**src/rtl/ntt_pkg.sv**
```systemverilog
// Shared constants, bank-state encoding and the index bit-reversal helper
// for the NTT output path.
package ntt_pkg;

  localparam int unsigned DATA_WIDTH = 64;
  localparam int unsigned ADDR_WIDTH = 4;
  localparam int unsigned N          = 1 << ADDR_WIDTH;
  localparam int unsigned MODULO     = 7681;

  typedef enum logic [1:0] {
    BANK_EMPTY    = 2'd0,
    BANK_FULL     = 2'd1,
    BANK_DRAINING = 2'd2
  } bank_state_e;

  // Reverse the low 'width' bits of idx.
  function automatic int unsigned bitrev(input int unsigned idx, input int unsigned width);
    int unsigned r;
    r = '0;
    for (int unsigned i = 0; i < width; i++) begin
      r = (r << 1) | ((idx >> i) & 32'd1);
    end
    return r;
  endfunction

endpackage

```
**src/rtl/ntt_bitrev_reorder_if.sv**
```systemverilog
// Stream bundle for the bit-reverse reorder buffer.
//   din/din_valid/din_ready       : bit-reversed input stream (from sdf_top)
//   dout/dout_valid/dout_ready    : natural-order output stream
//   dout_first/dout_last          : frame index 0 / N-1 markers on dout
//   done_tick                     : pulse after the last word of a frame is taken
// slave = reorder buffer, master = producer/consumer environment.
interface ntt_bitrev_reorder_if
  import ntt_pkg::*;
#(
  parameter int unsigned data_width = DATA_WIDTH
);
  logic [data_width-1:0] din;
  logic                  din_valid;
  logic                  din_ready;
  logic [data_width-1:0] dout;
  logic                  dout_valid;
  logic                  dout_ready;
  logic                  dout_first;
  logic                  dout_last;
  logic                  done_tick;

  modport master (
    output din, din_valid, dout_ready,
    input  din_ready, dout, dout_valid, dout_first, dout_last, done_tick
  );

  modport slave (
    input  din, din_valid, dout_ready,
    output din_ready, dout, dout_valid, dout_first, dout_last, done_tick
  );
endinterface

```
**src/rtl/ntt_reorder_bank.sv**
```systemverilog
// One frame of storage: 2**addr_width words, one synchronous write port and
// one asynchronous read port. Contents are not reset.
//   clk     : clock
//   we_i    : write enable
//   waddr_i : write address
//   wdata_i : write data
//   raddr_i : read address
//   rdata_o : read data (combinational)
module ntt_reorder_bank
  import ntt_pkg::*;
#(
  parameter int unsigned data_width = DATA_WIDTH,
  parameter int unsigned addr_width = ADDR_WIDTH
) (
  input  logic                  clk,
  input  logic                  we_i,
  input  logic [addr_width-1:0] waddr_i,
  input  logic [data_width-1:0] wdata_i,
  input  logic [addr_width-1:0] raddr_i,
  output logic [data_width-1:0] rdata_o
);

  logic [data_width-1:0] mem_q [1 << addr_width];

  always_ff @(posedge clk) begin
    if (we_i) begin
      mem_q[waddr_i] <= wdata_i;
    end
  end

  assign rdata_o = mem_q[raddr_i];

endmodule

```
**src/rtl/ntt_bitrev_reorder.sv**
```systemverilog
// Ping-pong reorder buffer: accepts an N-point NTT result in bit-reversed
// order and emits it in natural order. One bank fills while the other
// drains, sustaining one word per cycle.
//   clk   : clock, rising edge
//   rst_n : asynchronous active-low reset
//   bus   : slave side of ntt_bitrev_reorder_if (its data_width must match)
module ntt_bitrev_reorder
  import ntt_pkg::*;
#(
  parameter int unsigned data_width = DATA_WIDTH,
  parameter int unsigned addr_width = ADDR_WIDTH
) (
  input  logic                  clk,
  input  logic                  rst_n,
  ntt_bitrev_reorder_if.slave   bus
);

  typedef logic [addr_width-1:0] addr_t;

  bank_state_e           state_q [2];
  logic                  wr_bank_q, rd_bank_q;
  addr_t                 wr_cnt_q, rd_cnt_q;
  logic [data_width-1:0] dout_q;
  logic                  dout_valid_q, dout_first_q, dout_last_q, done_q;

  logic                  din_ready;
  logic                  wr_fire, rd_load;
  addr_t                 wr_addr;
  logic [data_width-1:0] rdata0, rdata1, rd_word;

  // Only registered bank state feeds din_ready; no path from dout_ready.
  assign din_ready = (state_q[wr_bank_q] == BANK_EMPTY);
  assign wr_fire   = bus.din_valid && din_ready;
  assign wr_addr   = addr_t'(bitrev(32'(wr_cnt_q), addr_width));
  assign rd_word   = rd_bank_q ? rdata1 : rdata0;
  assign rd_load   = (!dout_valid_q || bus.dout_ready) &&
                     (state_q[rd_bank_q] != BANK_EMPTY);

  ntt_reorder_bank #(.data_width(data_width), .addr_width(addr_width)) u_bank0 (
    .clk     (clk),
    .we_i    (wr_fire && !wr_bank_q),
    .waddr_i (wr_addr),
    .wdata_i (bus.din),
    .raddr_i (rd_cnt_q),
    .rdata_o (rdata0)
  );

  ntt_reorder_bank #(.data_width(data_width), .addr_width(addr_width)) u_bank1 (
    .clk     (clk),
    .we_i    (wr_fire && wr_bank_q),
    .waddr_i (wr_addr),
    .wdata_i (bus.din),
    .raddr_i (rd_cnt_q),
    .rdata_o (rdata1)
  );

  // Write completion and read release never touch the same bank in one
  // cycle: the write bank is EMPTY, the read bank is not.
  always_ff @(posedge clk or negedge rst_n) begin
    if (!rst_n) begin
      state_q[0]   <= BANK_EMPTY;
      state_q[1]   <= BANK_EMPTY;
      wr_bank_q    <= 1'b0;
      rd_bank_q    <= 1'b0;
      wr_cnt_q     <= '0;
      rd_cnt_q     <= '0;
      dout_q       <= '0;
      dout_valid_q <= 1'b0;
      dout_first_q <= 1'b0;
      dout_last_q  <= 1'b0;
      done_q       <= 1'b0;
    end else begin
      if (wr_fire) begin
        if (wr_cnt_q == '1) begin
          wr_cnt_q           <= '0;
          state_q[wr_bank_q] <= BANK_FULL;
          wr_bank_q          <= !wr_bank_q;
        end else begin
          wr_cnt_q <= wr_cnt_q + 1'b1;
        end
      end

      if (rd_load) begin
        dout_q       <= rd_word;
        dout_first_q <= (rd_cnt_q == '0);
        dout_last_q  <= (rd_cnt_q == '1);
        dout_valid_q <= 1'b1;
        if (rd_cnt_q == '1) begin
          rd_cnt_q           <= '0;
          state_q[rd_bank_q] <= BANK_EMPTY;
          rd_bank_q          <= !rd_bank_q;
        end else begin
          rd_cnt_q           <= rd_cnt_q + 1'b1;
          state_q[rd_bank_q] <= BANK_DRAINING;
        end
      end else if (bus.dout_ready && dout_valid_q) begin
        dout_valid_q <= 1'b0;
      end

      done_q <= dout_valid_q && bus.dout_ready && dout_last_q;
    end
  end

  assign bus.din_ready  = din_ready;
  assign bus.dout       = dout_q;
  assign bus.dout_valid = dout_valid_q;
  assign bus.dout_first = dout_first_q;
  assign bus.dout_last  = dout_last_q;
  assign bus.done_tick  = done_q;

endmodule

```
**src/flat_wrapper.sv**
```systemverilog
// flat-port wrapper written by rule: the top's interface ports become plain ports
module ntt_bitrev_reorder_flat import ntt_pkg::*;
#(
  parameter int unsigned data_width = DATA_WIDTH,
  parameter int unsigned addr_width = ADDR_WIDTH
)
  (clk, rst_n, bus_din, bus_din_valid, bus_dout_ready, bus_din_ready, bus_dout, bus_dout_valid, bus_dout_first, bus_dout_last, bus_done_tick);
  ntt_bitrev_reorder_if #(.data_width(data_width)) bus_i ();
  input  logic clk;
  input  logic rst_n;
  input wire logic [$bits(bus_i.din)-1:0] bus_din;
  input wire logic [$bits(bus_i.din_valid)-1:0] bus_din_valid;
  input wire logic [$bits(bus_i.dout_ready)-1:0] bus_dout_ready;
  output wire logic [$bits(bus_i.din_ready)-1:0] bus_din_ready;
  output wire logic [$bits(bus_i.dout)-1:0] bus_dout;
  output wire logic [$bits(bus_i.dout_valid)-1:0] bus_dout_valid;
  output wire logic [$bits(bus_i.dout_first)-1:0] bus_dout_first;
  output wire logic [$bits(bus_i.dout_last)-1:0] bus_dout_last;
  output wire logic [$bits(bus_i.done_tick)-1:0] bus_done_tick;
  assign bus_i.din = bus_din;
  assign bus_i.din_valid = bus_din_valid;
  assign bus_i.dout_ready = bus_dout_ready;
  assign bus_din_ready = bus_i.din_ready;
  assign bus_dout = bus_i.dout;
  assign bus_dout_valid = bus_i.dout_valid;
  assign bus_dout_first = bus_i.dout_first;
  assign bus_dout_last = bus_i.dout_last;
  assign bus_done_tick = bus_i.done_tick;
  ntt_bitrev_reorder #(.data_width(data_width), .addr_width(addr_width)) u_core (.clk(clk), .rst_n(rst_n), .bus(bus_i));
endmodule
```
**config.mk**
```make
export PLATFORM = sky130hd
export DESIGN_NAME = ntt_bitrev_reorder_flat
export DESIGN_NICKNAME = d
export VERILOG_FILES = /design/src/rtl/ntt_pkg.sv /design/src/rtl/ntt_bitrev_reorder_if.sv /design/src/rtl/ntt_reorder_bank.sv /design/src/rtl/ntt_bitrev_reorder.sv /design/src/flat_wrapper.sv
export SDC_FILE = /design/constraint.sdc
export NUM_CORES = 2
export LEC_CHECK = 0
export BUFFER_PORTS_ARGS = -buffer_cell sky130_fd_sc_hd__buf_4
export CAP_MARGIN = 25
export CORE_UTILIZATION = 60
export DETAILED_ROUTE_END_ITERATION = 7
export PLACE_DENSITY = 0.77
export SYNTH_ARGS = -nofsm -noshare
export SYNTH_HDL_FRONTEND = slang
export SYNTH_SLANG_ARGS = --single-unit
```
**constraint.sdc**
```tcl
create_clock -name clk -period 7.6 [get_ports clk]
set_input_delay 0.38 -clock clk [delete_from_list [all_inputs] [get_ports clk]]
set_output_delay 0.38 -clock clk [all_outputs]
set_load 0.01 [all_outputs]
```
**Word level (Yosys, flattened, before mapping)**

Memory sizes are Yosys's and may differ from the RTL's.
Index checks and enable logic that the tools add are counted.

- Word-level logic and storage cells: 75
- Memory bits (read-only): 0
- Flip-flop bits (word level): 82
- Latch bits: 0
- Memory bits (writable): 2048
- Input bits: 68
- Memories kept: 2

- Div/mod/pow operators: 0
- $mul: 0
- Equality and inequality tests: 2
- Muxes and demuxes: 23
- $lt $le $gt $ge: 4
- Bitwise operators: 13
- Reductions and logical operators: 18
- Shift-type cells: 0
- $add $sub $neg: 2

Memories:

| name | depth | width | read ports | clocked after Yosys merged registers in | wr ports | line | text |
|---|---|---|---|---|---|---|---|
| u_core.u_bank0.mem_q | 16 | 64 | 1 | 0 | 1 | ntt_reorder_bank.sv:23 | `logic [data_width-1:0] mem_q [1 << addr_width];` |
| u_core.u_bank1.mem_q | 16 | 64 | 1 | 0 | 1 | ntt_reorder_bank.sv:23 |  |

Operator list:

| cell | count |
|---|---|
| $mux W64 | 1 |
| $mux W4 | 6 |
| $mux W2 | 8 |
| $add A4 B1 Y4 const B | 2 |
| $eq A4 B4 Y1 const B | 2 |
| $logic_and A1 B1 Y1 | 8 |
| $mux W1 | 6 |
| $and A2 B2 Y2 | 2 |
| $and A4 B4 Y4 | 1 |
| $demux W2 S1 | 2 |
| $ge A2 B2 Y1 const B | 2 |
| $logic_not A4 Y1 | 1 |
| $lt A2 B1 Y1 const B | 2 |
| $not A1 Y2 | 2 |
| $not A2 Y2 | 2 |
| $not A4 Y4 | 1 |
| $or A2 B2 Y2 | 2 |
| $or A4 B1 Y4 | 1 |
| $reduce_and A2 Y1 | 2 |
| $reduce_bool A2 Y1 | 2 |
| $logic_not A1 Y1 | 3 |
| $or A3 B1 Y3 | 1 |
| $logic_not A2 Y1 | 1 |
| $or A2 B1 Y2 | 1 |
| $logic_or A1 B1 Y1 | 1 |

**Longest topological paths before layout**

- Depth after elaboration: 12
- Mapped depth: 9

**Hierarchy**

From an unflattened synthesis, not the netlist that was laid out.

- Cell total of the unflattened synthesis: 3462
- Area, all modules: 80085.6 sq um

By module, submodules not included:

| module | area an instance (sq um) | times used | cells each |
|---|---|---|---|
| ntt_reorder_bank at u_core.u_bank0 | 38301.7 | 1 | 1583 |
| ntt_reorder_bank at u_core.u_bank1 | 38300.5 | 1 | 1583 |
| ntt_bitrev_reorder | 3483.3 | 1 | 296 |

**Worst setup path after synthesis**

No wires, ideal clock.

- Path type: register -> register
- From: register u_core.state_q[0] in the netlist's numbering
- To: memory u_core.u_bank1.mem_q[15][0] in the netlist's numbering (enable)
- Library setup time: 0.583 ns
- Required time: 7.017 ns
- Arrival time: 5.600 ns
- Cell stages (with the launch flop): 4
- Setup slack: 1.417 ns
- Clock period less this slack: 6.183 ns
- Path through: dfrtp_1 > nor2_1 > and3_1 > nor3b_1

- Word-level cells in the longest chain between the ends: 8

RTL lines:

| element | line | text |
|---|---|---|
| start, declared | ntt_bitrev_reorder.sv:20 | `bank_state_e state_q [2];` |
| $mux W2 (implied by the code) (3 in series) | ntt_bitrev_reorder.sv:32 | `assign din_ready = (state_q[wr_bank_q] == BANK_EMPTY);` |
| $logic_not A2 Y1 | ntt_bitrev_reorder.sv:32 |  |
| $logic_and A1 B1 Y1 | ntt_bitrev_reorder.sv:33 | `assign wr_fire = bus.din_valid && din_ready;` |
| $logic_and A1 B1 Y1 | ntt_bitrev_reorder.sv:50 | `.we_i (wr_fire && wr_bank_q),` |
| $mux W1 | ntt_reorder_bank.sv:26 | `if (we_i) begin` |
| $mux W1 (implied by the code) | ntt_reorder_bank.sv:27 | `mem_q[waddr_i] <= wdata_i;` |
| end, declared | ntt_reorder_bank.sv:23 |  |

Every way passes these cells. The select of a mux whose other input is x is not followed.

**Final worst setup path**

- From: register u_core.state_q[2] in the netlist's numbering
- To: memory u_core.u_bank0.mem_q[2][45] in the netlist's numbering (enable)

- Word-level cells in the longest chain between the ends: 8

RTL lines:

| element | line | text |
|---|---|---|
| $mux W2 (implied by the code) (3 in series) | ntt_bitrev_reorder.sv:32 |  |
| $logic_not A2 Y1 | ntt_bitrev_reorder.sv:32 |  |
| $logic_and A1 B1 Y1 | ntt_bitrev_reorder.sv:33 |  |
| $logic_and A1 B1 Y1 | ntt_bitrev_reorder.sv:41 | `.we_i (wr_fire && !wr_bank_q),` |
| $mux W1 | ntt_reorder_bank.sv:26 |  |
| $mux W1 (implied by the code) | ntt_reorder_bank.sv:27 |  |
| end, declared | ntt_reorder_bank.sv:23 |  |

Every way passes these cells. The select of a mux whose other input is x is not followed.

==> results.toml <==
[synthesis]
ys_warn_count = 0
sequential_cell_area_fraction_in_the_yosys_report = 0.787
synth_edf_count = 2048
synthDistinctLibCells = 43
synth_top_area_frac = 0.762
syn_area_mm2 = 0.0807
post_synthesis_cell_type_with_the_largest_combined_area = "sky130_fd_sc_hd__edfxtp_1"
syn_avg_cell_area_um2 = 22.4
async_s_r_ff_share_synth = 0.0385
synth_seq_cells = 2130
post_synth_main_area_contributors = "sky130_fd_sc_hd__edfxtp_1 (76%), sky130_fd_sc_hd__mux4_2 (11%), sky130_fd_sc_hd__mux2i_1 (4.0%)"
synthFlopType = "sky130_fd_sc_hd__edfxtp_1"
netlist_instances = 3612
synth_nets = 3686

[power_and_ir_drop]
combinational_group_share_of_total_power = 0.010
switchingPower_mw = 4.41
ir_worst_vdd_uv = 260
power.switching_fraction = 0.192
clockPowerShare = 0.430
p_leak_nw = 27.9
power.share.sequential = 0.560
cell_internal_pwr_mw = 18.5
cellPowerDensity_mw_per_mm2 = 252
totalPowerFinal_mw = 22.9

[run]
maxCapViolations = 0

[timing]
setup-tns-final_ns = 0
rsz0062_at_grt = "no"
hold_violations = 0
maxClockFrequency_mhz = 254
period_share = 0.519
final_setup_fails = 0
post-route-min-period_ns = 3.94
finalMaxSlewViolations = 0
fin_worst_skew_ns = 0.0345
timing.max_slew.rel_slack = 0.211
final_critical_path_setup_slack_ns = 3.66
worst-slew-pin-transition_ns = 1.18
hold_ws_ns = 0.126

[route]
drt_first_pass_iters = 6
finalWirelength_um = 202000
detail_route.wl_per_cell_um = 34.6
ant_nets = 0
drt_iter0_markers = 5255
num_vias = 40800
route.detailed.drc = 0
route.detailed.vias_per_inst = 6.99

[layout]
layout.cell_area.non_filler_mm2 = 0.0911
design.final.nets = 3978
layout.filler_cells = 7924
drive_gt1_frac = 0.234
growth_of_design_area_from_synthesis_to_finish_pct = 12.8
utilization = 0.682
antenna_cells = 0
layout.cells.non_filler = 5841

[critical_path]
timing.critical_path.fanout_max = 39
worst-endpoint-arrival_ns = 4.37
critical_path_required_ns = 8.03
ff2ff_setup_slack_ns = 3.66
regToRegEndpoint = "u_core.u_bank0.mem_q[2][45]"
critical_path.endpoint = "u_core.u_bank0.mem_q[2][45]"
rr_startpoint = "u_core.state_q[2]"
worstSetupPathType = "flip-flop to flip-flop"
timing.critical_path.from = "u_core.state_q[2]"
kind_of_launch_point_of_the_worst_setup_path = "flip-flop"
worst_r2r_path_depth = 4
timing.critical_path.to_type = "flip-flop"

[clock_network]
postCtsSetupRepairBufs = 0
cts-root-buf = "sky130_fd_sc_hd__clkbuf_16"
worst_setup_hold_path_clk_slew_ns = 0.07
tritoncts = "built"
clock-sinks = 2130
cts_buffers = 198
cts_max_level = 4
clk_latency_ns = 0.83
cts.path.max_buffers = 3

[global_route]
first_pass_grt_wire_length_um = 286000
grt_pass1_vias = 41000
grt_antenna_before_repair = 4
grt_max_degree = 158
globalRoute.totalOverflow = 0
track_usage = 0.298

[floorplanning]
ioPinCount = 137
initial_core_util = 0.605
fp.dieW_um = 369
core_mm2 = 0.133
die-area_mm2 = 0.136
dieHeight_um = 369
std_cell_rows = 134

[place]
preCtsSetupSlack_ns = 3.75
detailedPlacementHpwl_um = 96000
port-buffer-count = 136
place_congestion = 0.782
placed_cell_area_mm2 = 0.0839
placed_cells = 5404

[status]
status = "complete, no violations"

[worst_hold_path]
worstHoldPathType = "input port to flip-flop"
cell families after synthesis:
| logic type | after synthesis | share of synthesized area |
|---|---|---|
| multiplexers | 706 | 0.147 |
| AND/OR/NAND/NOR | 105 | 0.00601 |
| flip-flops | 2130 | 0.787 |
| adder cells (fa/ha/maj) | 6 | 0.000930 |
| buffers and inverters | 215 | 0.0154 |
| AO/OA/AOI/OAI | 447 | 0.0433 |
| XOR/XNOR | 3 | 0.000325 |
registers in the layout, summed over array words and instances, names as in the netlist:
signal,cells
u_core.bus.done_tick,1
u_core.bus.dout,64
u_core.bus.dout_first,1
u_core.bus.dout_last,1
u_core.bus.dout_valid,1
u_core.rd_bank_q,1
u_core.rd_cnt_q,4
u_core.state_q,4
u_core.u_bank0.mem_q,1024
u_core.u_bank1.mem_q,1024
u_core.wr_bank_q,1
u_core.wr_cnt_q,4
cell type report:
class / count / area (um2) / share of cell area
Tap cell: 1768 / 2210 / 0.0243
Clock buffer: 282 / 5570 / 0.0611
Multi-Input combinational cell: 1267 / 16300 / 0.179
Inverter: 8 / 35.0 / 0.000385
Sequential cell: 2130 / 63600 / 0.698
Clock inverter: 87 / 892 / 0.00980
Timing Repair Buffer: 299 / 2540 / 0.0278
synthesized netlist by cell type (5+ instances only):
| library cell | instances |
|---|---|
| sky130_fd_sc_hd__buf_4 | 36 |
| sky130_fd_sc_hd__buf_1 | 5 |
| sky130_fd_sc_hd__ha_1 | 6 |
| sky130_fd_sc_hd__o21ai_0 | 6 |
| sky130_fd_sc_hd__nor2b_1 | 5 |
| sky130_fd_sc_hd__inv_1 | 7 |
| sky130_fd_sc_hd__dfrtp_1 | 82 |
| sky130_fd_sc_hd__nor2_1 | 59 |
| sky130_fd_sc_hd__nand2_1 | 17 |
| sky130_fd_sc_hd__a32oi_1 | 64 |
| sky130_fd_sc_hd__a22o_1 | 128 |
| sky130_fd_sc_hd__o211ai_1 | 46 |
| sky130_fd_sc_hd__buf_2 | 25 |
| sky130_fd_sc_hd__o21ai_1 | 46 |
| sky130_fd_sc_hd__mux4_2 | 384 |
| sky130_fd_sc_hd__o221ai_1 | 18 |
| sky130_fd_sc_hd__clkbuf_1 | 105 |
| sky130_fd_sc_hd__buf_6 | 36 |
| sky130_fd_sc_hd__edfxtp_1 | 2048 |
| sky130_fd_sc_hd__a22oi_1 | 128 |
| sky130_fd_sc_hd__mux2i_1 | 320 |
worst max-delay path, stage by stage (launching register included):
cell	delay (ns)
sky130_fd_sc_hd__dfrtp_1	0.46
sky130_fd_sc_hd__nor4b_1	0.87
sky130_fd_sc_hd__nand2_1	0.44
sky130_fd_sc_hd__nor2_4	0.86
sky130_fd_sc_hd__buf_4	0.86
placed cells by master (no fill, tap or decap), types with 17 or more instances in the layout:
cell                            netlist  layout
sky130_fd_sc_hd__buf_4               36     224
sky130_fd_sc_hd__clkbuf_1           105      61
sky130_fd_sc_hd__a22oi_1            128     128
sky130_fd_sc_hd__mux4_2             384     384
sky130_fd_sc_hd__dlygate4sd3_1        0      66
sky130_fd_sc_hd__a22o_1             128     128
sky130_fd_sc_hd__edfxtp_1          2048    2048
sky130_fd_sc_hd__clkinv_2             0      29
sky130_fd_sc_hd__nor2_4               0      32
sky130_fd_sc_hd__o21ai_1             46      46
sky130_fd_sc_hd__dfrtp_1             82      80
sky130_fd_sc_hd__clkbuf_16            0     204
sky130_fd_sc_hd__clkbuf_8             0      17
sky130_fd_sc_hd__o221ai_1            18      18
sky130_fd_sc_hd__nor2_1              59      27
sky130_fd_sc_hd__mux2i_1            320     320
sky130_fd_sc_hd__clkinv_1             0      25
sky130_fd_sc_hd__o211ai_1            46      46
sky130_fd_sc_hd__nand2_1             17      17
sky130_fd_sc_hd__a32oi_1             64      64
worst min-delay path by stage:
stage	from	endpoint	slack, ns	cells past startpoint
global route	bus_din_valid	u_core.wr_cnt_q[3]	0.13	3
finish	bus_din_valid	u_core.wr_cnt_q[3]	0.13	3
global placement	rst_n	u_core.bus.dout[55]	0.47	1
floorplan	rst_n	u_core.bus.done_tick	0.08	0
CTS	bus_din_valid	u_core.wr_cnt_q[3]	0.07	3
detailed placement	rst_n	u_core.bus.dout[55]	0.46	1
power groups by stage:
stage               Sequential [mW]  Clock, mW  Combinational, mW
CTS                            12.9       9.94              0.218
global route                   12.8       10.4              0.235
finish                         12.9       9.88              0.221
global placement               13.1          0              0.176
floorplan                      13.1          0           0.000171
detailed placement             13.1          0              0.187
metal layers:
metal,part of all wire,up-vias,track usage
met5,0.00020,-,0
met4,0.040,6,0.119
met3,0.11,518,0.0637
met2,0.50,3031,0.487
met1,0.35,21300,0.396
li1,-,16000,-
timing repair:
item	CTS	global route
hold buffers	66	0
resized for setup	0	0
endpoints found under the hold margin	2102	0
Note: power is estimated with default switching activity, not from simulation.
